`src/rtl/mmio_pkg.sv`:
```
// rtl/mmio_pkg.sv - command encodings and default address map for the MMIO fabric
package mmio_pkg;

  typedef enum logic [1:0] {
    MNONE    = 2'b00,
    MREAD    = 2'b01,
    MWRITE   = 2'b10,
    MILLEGAL = 2'b11
  } mem_cmd_e;

  localparam logic [8:0] DEF_IO_BASE  = 9'h100;
  localparam int         DEF_IN_OFS   = 'h40;
  localparam int         DEF_EDGE_OFS = 'h80;

  // Addresses of the single LED / switch in the fixed decode this fabric replaces
  localparam logic [8:0] LEDADDR = 9'h100;
  localparam logic [8:0] SWADDR  = 9'h140;

endpackage

```
`src/rtl/mmio_in_sync.sv`:
```
// rtl/mmio_in_sync.sv - two-flop input synchroniser with change detect against the previous synchronised sample
module mmio_in_sync #(
  parameter int DATA_W = 16
) (
  input  logic              clk,
  input  logic              reset,
  input  logic [DATA_W-1:0] din,
  output logic [DATA_W-1:0] dout,
  output logic              change
);

  logic [DATA_W-1:0] sync1;
  logic [DATA_W-1:0] sync2;
  logic [DATA_W-1:0] prev;

  always_ff @(posedge clk) begin
    if (reset) begin
      sync1 <= '0;
      sync2 <= '0;
      prev  <= '0;
    end else begin
      sync1 <= din;
      sync2 <= sync1;
      prev  <= sync2;
    end
  end

  assign dout   = sync2;
  assign change = (sync2 != prev);

endmodule

```
`src/rtl/mmio_bus.sv`:
```
// rtl/mmio_bus.sv - CPU memory-port decode between RAM, output registers, synchronised inputs and change flags
module mmio_bus import mmio_pkg::*; #(
  parameter int                ADDR_W   = 9,
  parameter int                DATA_W   = 16,
  parameter int                N_OUT    = 2,
  parameter int                N_IN     = 2,
  parameter logic [ADDR_W-1:0] IO_BASE  = ADDR_W'(DEF_IO_BASE),
  parameter int                IN_OFS   = DEF_IN_OFS,
  parameter int                EDGE_OFS = DEF_EDGE_OFS
) (
  input  logic                    clk,
  input  logic                    reset,
  input  logic [1:0]              mem_cmd,
  input  logic [ADDR_W-1:0]       mem_addr,
  input  logic [DATA_W-1:0]       write_data,
  output logic [DATA_W-1:0]       read_data,
  input  logic [DATA_W-1:0]       ram_dout,
  output logic [ADDR_W-2:0]       ram_addr,
  output logic                    ram_write,
  input  logic [N_IN*DATA_W-1:0]  in_port,
  output logic [N_OUT*DATA_W-1:0] out_port,
  output logic [N_IN-1:0]         edge_flags,
  output logic                    bus_err
);

  logic                    ram_sel;
  logic                    io_sel;
  logic                    is_read;
  logic                    is_write;
  logic [ADDR_W-1:0]       offset;
  logic [N_OUT-1:0]        out_sel;
  logic [N_IN-1:0]         in_sel;
  logic                    edge_hit;
  logic                    mapped;
  logic                    access_err;
  logic [N_IN*DATA_W-1:0]  in_sync;
  logic [N_IN-1:0]         in_change;
  logic [N_OUT*DATA_W-1:0] out_q;
  logic [N_IN-1:0]         flags_q;
  logic                    err_q;

  assign ram_sel   = ~mem_addr[ADDR_W-1];
  assign io_sel    = mem_addr[ADDR_W-1];
  assign is_read   = (mem_cmd == MREAD);
  assign is_write  = (mem_cmd == MWRITE);
  assign offset    = mem_addr - IO_BASE;
  assign ram_write = is_write & ram_sel;
  assign ram_addr  = mem_addr[ADDR_W-2:0];

  always_comb begin
    out_sel = '0;
    in_sel  = '0;
    for (int i = 0; i < N_OUT; i++) out_sel[i] = io_sel && (offset == ADDR_W'(i));
    for (int j = 0; j < N_IN; j++)  in_sel[j]  = io_sel && (offset == ADDR_W'(IN_OFS + j));
  end

  assign edge_hit = io_sel && (offset == ADDR_W'(EDGE_OFS));
  assign mapped   = (|out_sel) | (|in_sel) | edge_hit;

  // Illegal accesses only raise the sticky flag; every write path below already excludes them
  assign access_err = (mem_cmd == MILLEGAL)
                    | (io_sel & (is_read | is_write) & ~mapped)
                    | (is_write & (|in_sel));

  always_comb begin
    read_data = '0;
    if (is_read) begin
      if (ram_sel) read_data = ram_dout;
      for (int i = 0; i < N_OUT; i++)
        if (out_sel[i]) read_data = out_q[i*DATA_W +: DATA_W];
      for (int j = 0; j < N_IN; j++)
        if (in_sel[j]) read_data = in_sync[j*DATA_W +: DATA_W];
      if (edge_hit) read_data = DATA_W'(flags_q);
    end
  end

  for (genvar j = 0; j < N_IN; j++) begin : g_in
    mmio_in_sync #(.DATA_W(DATA_W)) u_sync (
      .clk    (clk),
      .reset  (reset),
      .din    (in_port[j*DATA_W +: DATA_W]),
      .dout   (in_sync[j*DATA_W +: DATA_W]),
      .change (in_change[j])
    );
  end

  always_ff @(posedge clk) begin
    if (reset) begin
      out_q   <= '0;
      flags_q <= '0;
      err_q   <= 1'b0;
    end else begin
      for (int i = 0; i < N_OUT; i++)
        if (is_write && out_sel[i]) out_q[i*DATA_W +: DATA_W] <= write_data;
      // A fresh change pulse is OR'd in after the clear so a coincident set survives
      if (is_write && edge_hit) flags_q <= (flags_q & ~write_data[N_IN-1:0]) | in_change;
      else                      flags_q <= flags_q | in_change;
      if (access_err) err_q <= 1'b1;
    end
  end

  assign out_port   = out_q;
  assign edge_flags = flags_q;
  assign bus_err    = err_q;

endmodule

```
`config.mk`:
```
export PLATFORM = sky130hd
export DESIGN_NAME = mmio_bus
export DESIGN_NICKNAME = d
export VERILOG_FILES = /design/src/rtl/mmio_pkg.sv /design/src/rtl/mmio_in_sync.sv /design/src/rtl/mmio_bus.sv
export SDC_FILE = /design/constraint.sdc
export NUM_CORES = 1
export LEC_CHECK = 0
export BUFFER_PORTS_ARGS = -buffer_cell sky130_fd_sc_hd__buf_2
export CORE_MARGIN = 5
export CORE_UTILIZATION = 52
export CTS_CLUSTER_SIZE = 16
export DETAILED_ROUTE_END_ITERATION = 16
export PLACE_DENSITY = 0.79
export SYNTH_ARGS = -nofsm -noshare
export SYNTH_HDL_FRONTEND = slang
export SYNTH_SLANG_ARGS = --single-unit
```
`constraint.sdc`:
```
create_clock -name clk -period 2.4 [get_ports clk]
set_clock_uncertainty 0.15 [all_clocks]
set_input_delay 0.24 -clock clk [delete_from_list [all_inputs] [get_ports clk]]
set_output_delay 0.24 -clock clk [all_outputs]
set_load 0.01 [all_outputs]
```
==> impl_metrics.toml <==
[critical_path]
critical_path.max_stage_delay_ps = 620
arrival_ps = 1990
path_common_cell = "buf_2"
path_cells = "buf_2, or4b_4, nor3_4, buf_6, o21ai_2, a211oi_2, buf_2"
cp.buffers_inverters = 3
critPathRequiredTime_ps = 2010
worst_setup_path_end_kind = "output pin"
startpoint_type = "input pin"
cp_max_fo = 8
path_delay_family = "simple AND/OR/NAND/NOR gates"
critPathKind = "in2out"
cp_slowest_cell = "or4b_4"

[synthesis]
synth-xor-area-share_pct = 5.34
ys.flop_type = "dfxtp_1"
synth-simple-area-share_pct = 26.4
syn_area_per_cell_um2 = 9.11
ys_warn_count = 0
synthArstFlopShare_pct = 0
synth_compound_area_share_pct = 12.2
synth_nets = 656
synth_mux_area_share_pct = 0.382
synth-edff-count = 0
syn_area_um2 = 5250
synthDistinctLibCells = 42
synth_adder_area_share_pct = 0.716
ys_seq_area_share_pct = 50.0
synthesis.instances = 576
synth_seq_cells = 131
synth_top_family_by_area = "simple AND/OR/NAND/NOR gates"

[route]
routedWlPerCell_um = 16.2
wl_met2_mm = 7.53
highest_layer = "met4"
drc_errors = 0
wirelength_mm = 14.9
met1_length_mm = 5.80
drtPass1Iterations = 5
dr.first_iter.drc_count = 362
via_per_inst = 5.15
ant_nets = 0
dr_total_vias = 4729
wl_met3_mm = 1.17

[final_layout]
area_delta_synth_final_pct = 39.4
post-route-cell-area_um2 = 7310
layout-drive-gt1-share_pct = 29.6
final_cells = 919
antenna_cells = 0
nNetsFinal = 853

[global_routing]
grt_max_degree = 45
grt.total_usage_pct = 24.2
grt_overflow_total = 0
grt_pass1_vias = 4727
antenna_found_initial = 0
grt_pass1_wl_mm = 23.9

[cts]
clkSinkCount = 131
cts_max_level = 4
cts_buffers = 17
ctsRootBufferMaster = "clkbuf_8"
clk_latency_ps = 520
clk_pin_slew_worst_paths_ps = 60
cts_max_path_buffers = 2
cts_tree = "yes"

[timing]
rsz0062_at_grt = "yes"
finalHoldViolCount = 0
fmax_mhz = 420
relSlewSlack_pct = 67.1
setup_viol = 0
setup_ws_ps = 19.6
fin_crit_sh_pct = 99.2
hold_ws_ps = 63.1
worstMarginPinSlew_ps = 494
fin_crit_ps = 2380
report.final.slew_viol_count = 0

[power]
max-vdd-ir-drop_mv = 0.608
sequentialPowerShare_pct = 43.1
leakagePower_nw = 3.05
internal_power_mw = 3.99
power_frac_comb_pct = 8.5
clkPwrFrac_pct = 48.4
p_sw_share_pct = 24.7
power_switching_mw = 1.31
power_density_nw_per_um2 = 725

[placement]
numPortBuffers = 136
pre_cts_slack_ps = -98.6
place_hpwl_mm = 9.89
place.gp.congestion = 0.900
dp.cells = 829
place_area_um2 = 6090

[min_path]
min_path_type = "in2reg"

[floorplanning]
die_h_um = 110
rows = 36
start_util_pct = 53.4
dieArea_um2 = 12200
ios = 137
die_w_um = 110
core_um2 = 9820

[run_status]
status = "finished clean"

[flow_run]
drv_cap = 0
## synthesized netlist by cell type, drive strengths merged (2+ instances only)
cell type / instances / share of area [%]
a211oi: 15 / 2.1
a21oi: 46 / 5.1
buf: 16 / 2.4
clkbuf: 27 / 2.1
dfxtp: 131 / 50
ha: 3 / 0.72
inv: 7 / 0.50
mux2i: 2 / 0.38
nand2: 68 / 5.3
nand3: 2 / 0.19
nand4: 10 / 1.2
nor2: 43 / 3.1
nor2b: 109 / 13
nor3: 4 / 0.69
nor3b: 2 / 0.29
nor4: 8 / 1.2
o21a: 5 / 0.72
o21ai: 19 / 1.8
o22ai: 16 / 1.9
xnor2: 32 / 5.3
## logic make-up (layout without fill, tap and decap cells)
| logic type | after synthesis | in the layout |
|---|---|---|
| flip-flops | 131 | 131 |
| AND/OR/NAND/NOR | 254 | 254 |
| XOR/XNOR | 32 | 32 |
| multiplexers | 2 | 2 |
| buffers and inverters | 50 | 260 |
| AO/OA/AOI/OAI | 104 | 104 |
| adder cells (fa/ha/maj) | 3 | 3 |
## routing by layer
metal	vias up	global-route usage (%)
met1	2157	27.7
met3	40	6.78
met4	0	10.6
met5	-	0
met2	235	41.9
li1	2297	-
## per-stage QoR
| step | setup TNS, ps | util, % | power [mW] |
|---|---|---|---|
| finish | 0 | 74.5 | 5.30 |
| global route | -12.2 | 74.5 | 5.47 |
| CTS | -8.98 | 74.2 | 5.30 |
| detailed placement | -448 | 62.0 | 2.69 |
| global placement | -438 | 62.0 | 2.68 |
| floorplan | 0 | - | 2.54 |
## final timing paths
check / start / end / slack (ps) / depth (start not counted)
max: mem_addr[7] / read_data[3] / 20 / 7
min: mem_cmd[0] / bus_err / 60 / 4
min reg2reg: g_in[0].u_sync.sync1[12] / g_in[0].u_sync.dout[12] / 290 / 1
max reg2reg: g_in[0].u_sync.dout[12] / edge_flags[0] / 900 / 4
## tightest hold or removal path, stage by stage
cell,delay [ps]
buf_2,110
ha_1,160
a211oi_1,60
a21oi_1,120
## flip-flops by register name, indices dropped and copies added, names as in the netlist
signal,count
g_in.u_sync.dout,32
bus_err,1
edge_flags,2
out_port,32
g_in.u_sync.sync1,32
g_in.u_sync.prev,32
## final cells by class
type                            count  area, um^2
Clock inverter                     15         166
Sequential cell                   131        2620
Multi-Input combinational cell    395        2410
Inverter                            7        26.3
Clock buffer                       17         414
Timing Repair Buffer              221        1500
Fill cell                         691        2510
Tap cell                          133         166
## power groups by stage
stage	combinational, mW	sequential [mW]	clock (mW)
after floorplan	0.222	2.32	0
after global placement	0.356	2.33	0
after detailed placement	0.365	2.33	0
after CTS	0.443	2.28	2.58
after global routing	0.492	2.29	2.69
final	0.452	2.28	2.56
## timing repair
action                     CTS  global route
hold endpoints to repair    87             0
gates cloned                 0             0
hold buffers                56             0
setup buffers                1             2
setup endpoints to repair   12            14
pin swaps                   11             4
resized for setup           13             8
## cell usage in the layout (no fill, tap or decap), types with 3 or more instances in the layout
cell type and instances:
inv_6 6, inv_1 7, a211oi_1 8, o21a_1 5
buf_2 134, ha_1 3, nor2b_1 109, buf_6 4
nor2_1 43, xnor2_1 32, dfxtp_1 131, a21oi_2 10
clkinv_2 3, nand2_2 11, o21ai_1 5, nor4_1 7
nand2_1 57, dlygate4sd3_1 56, clkbuf_16 16, o21ai_0 13
nand4_1 10, o22ai_1 16, buf_4 25, a21oi_1 36
a211oi_2 7
(Power assumes the default switching activity.)
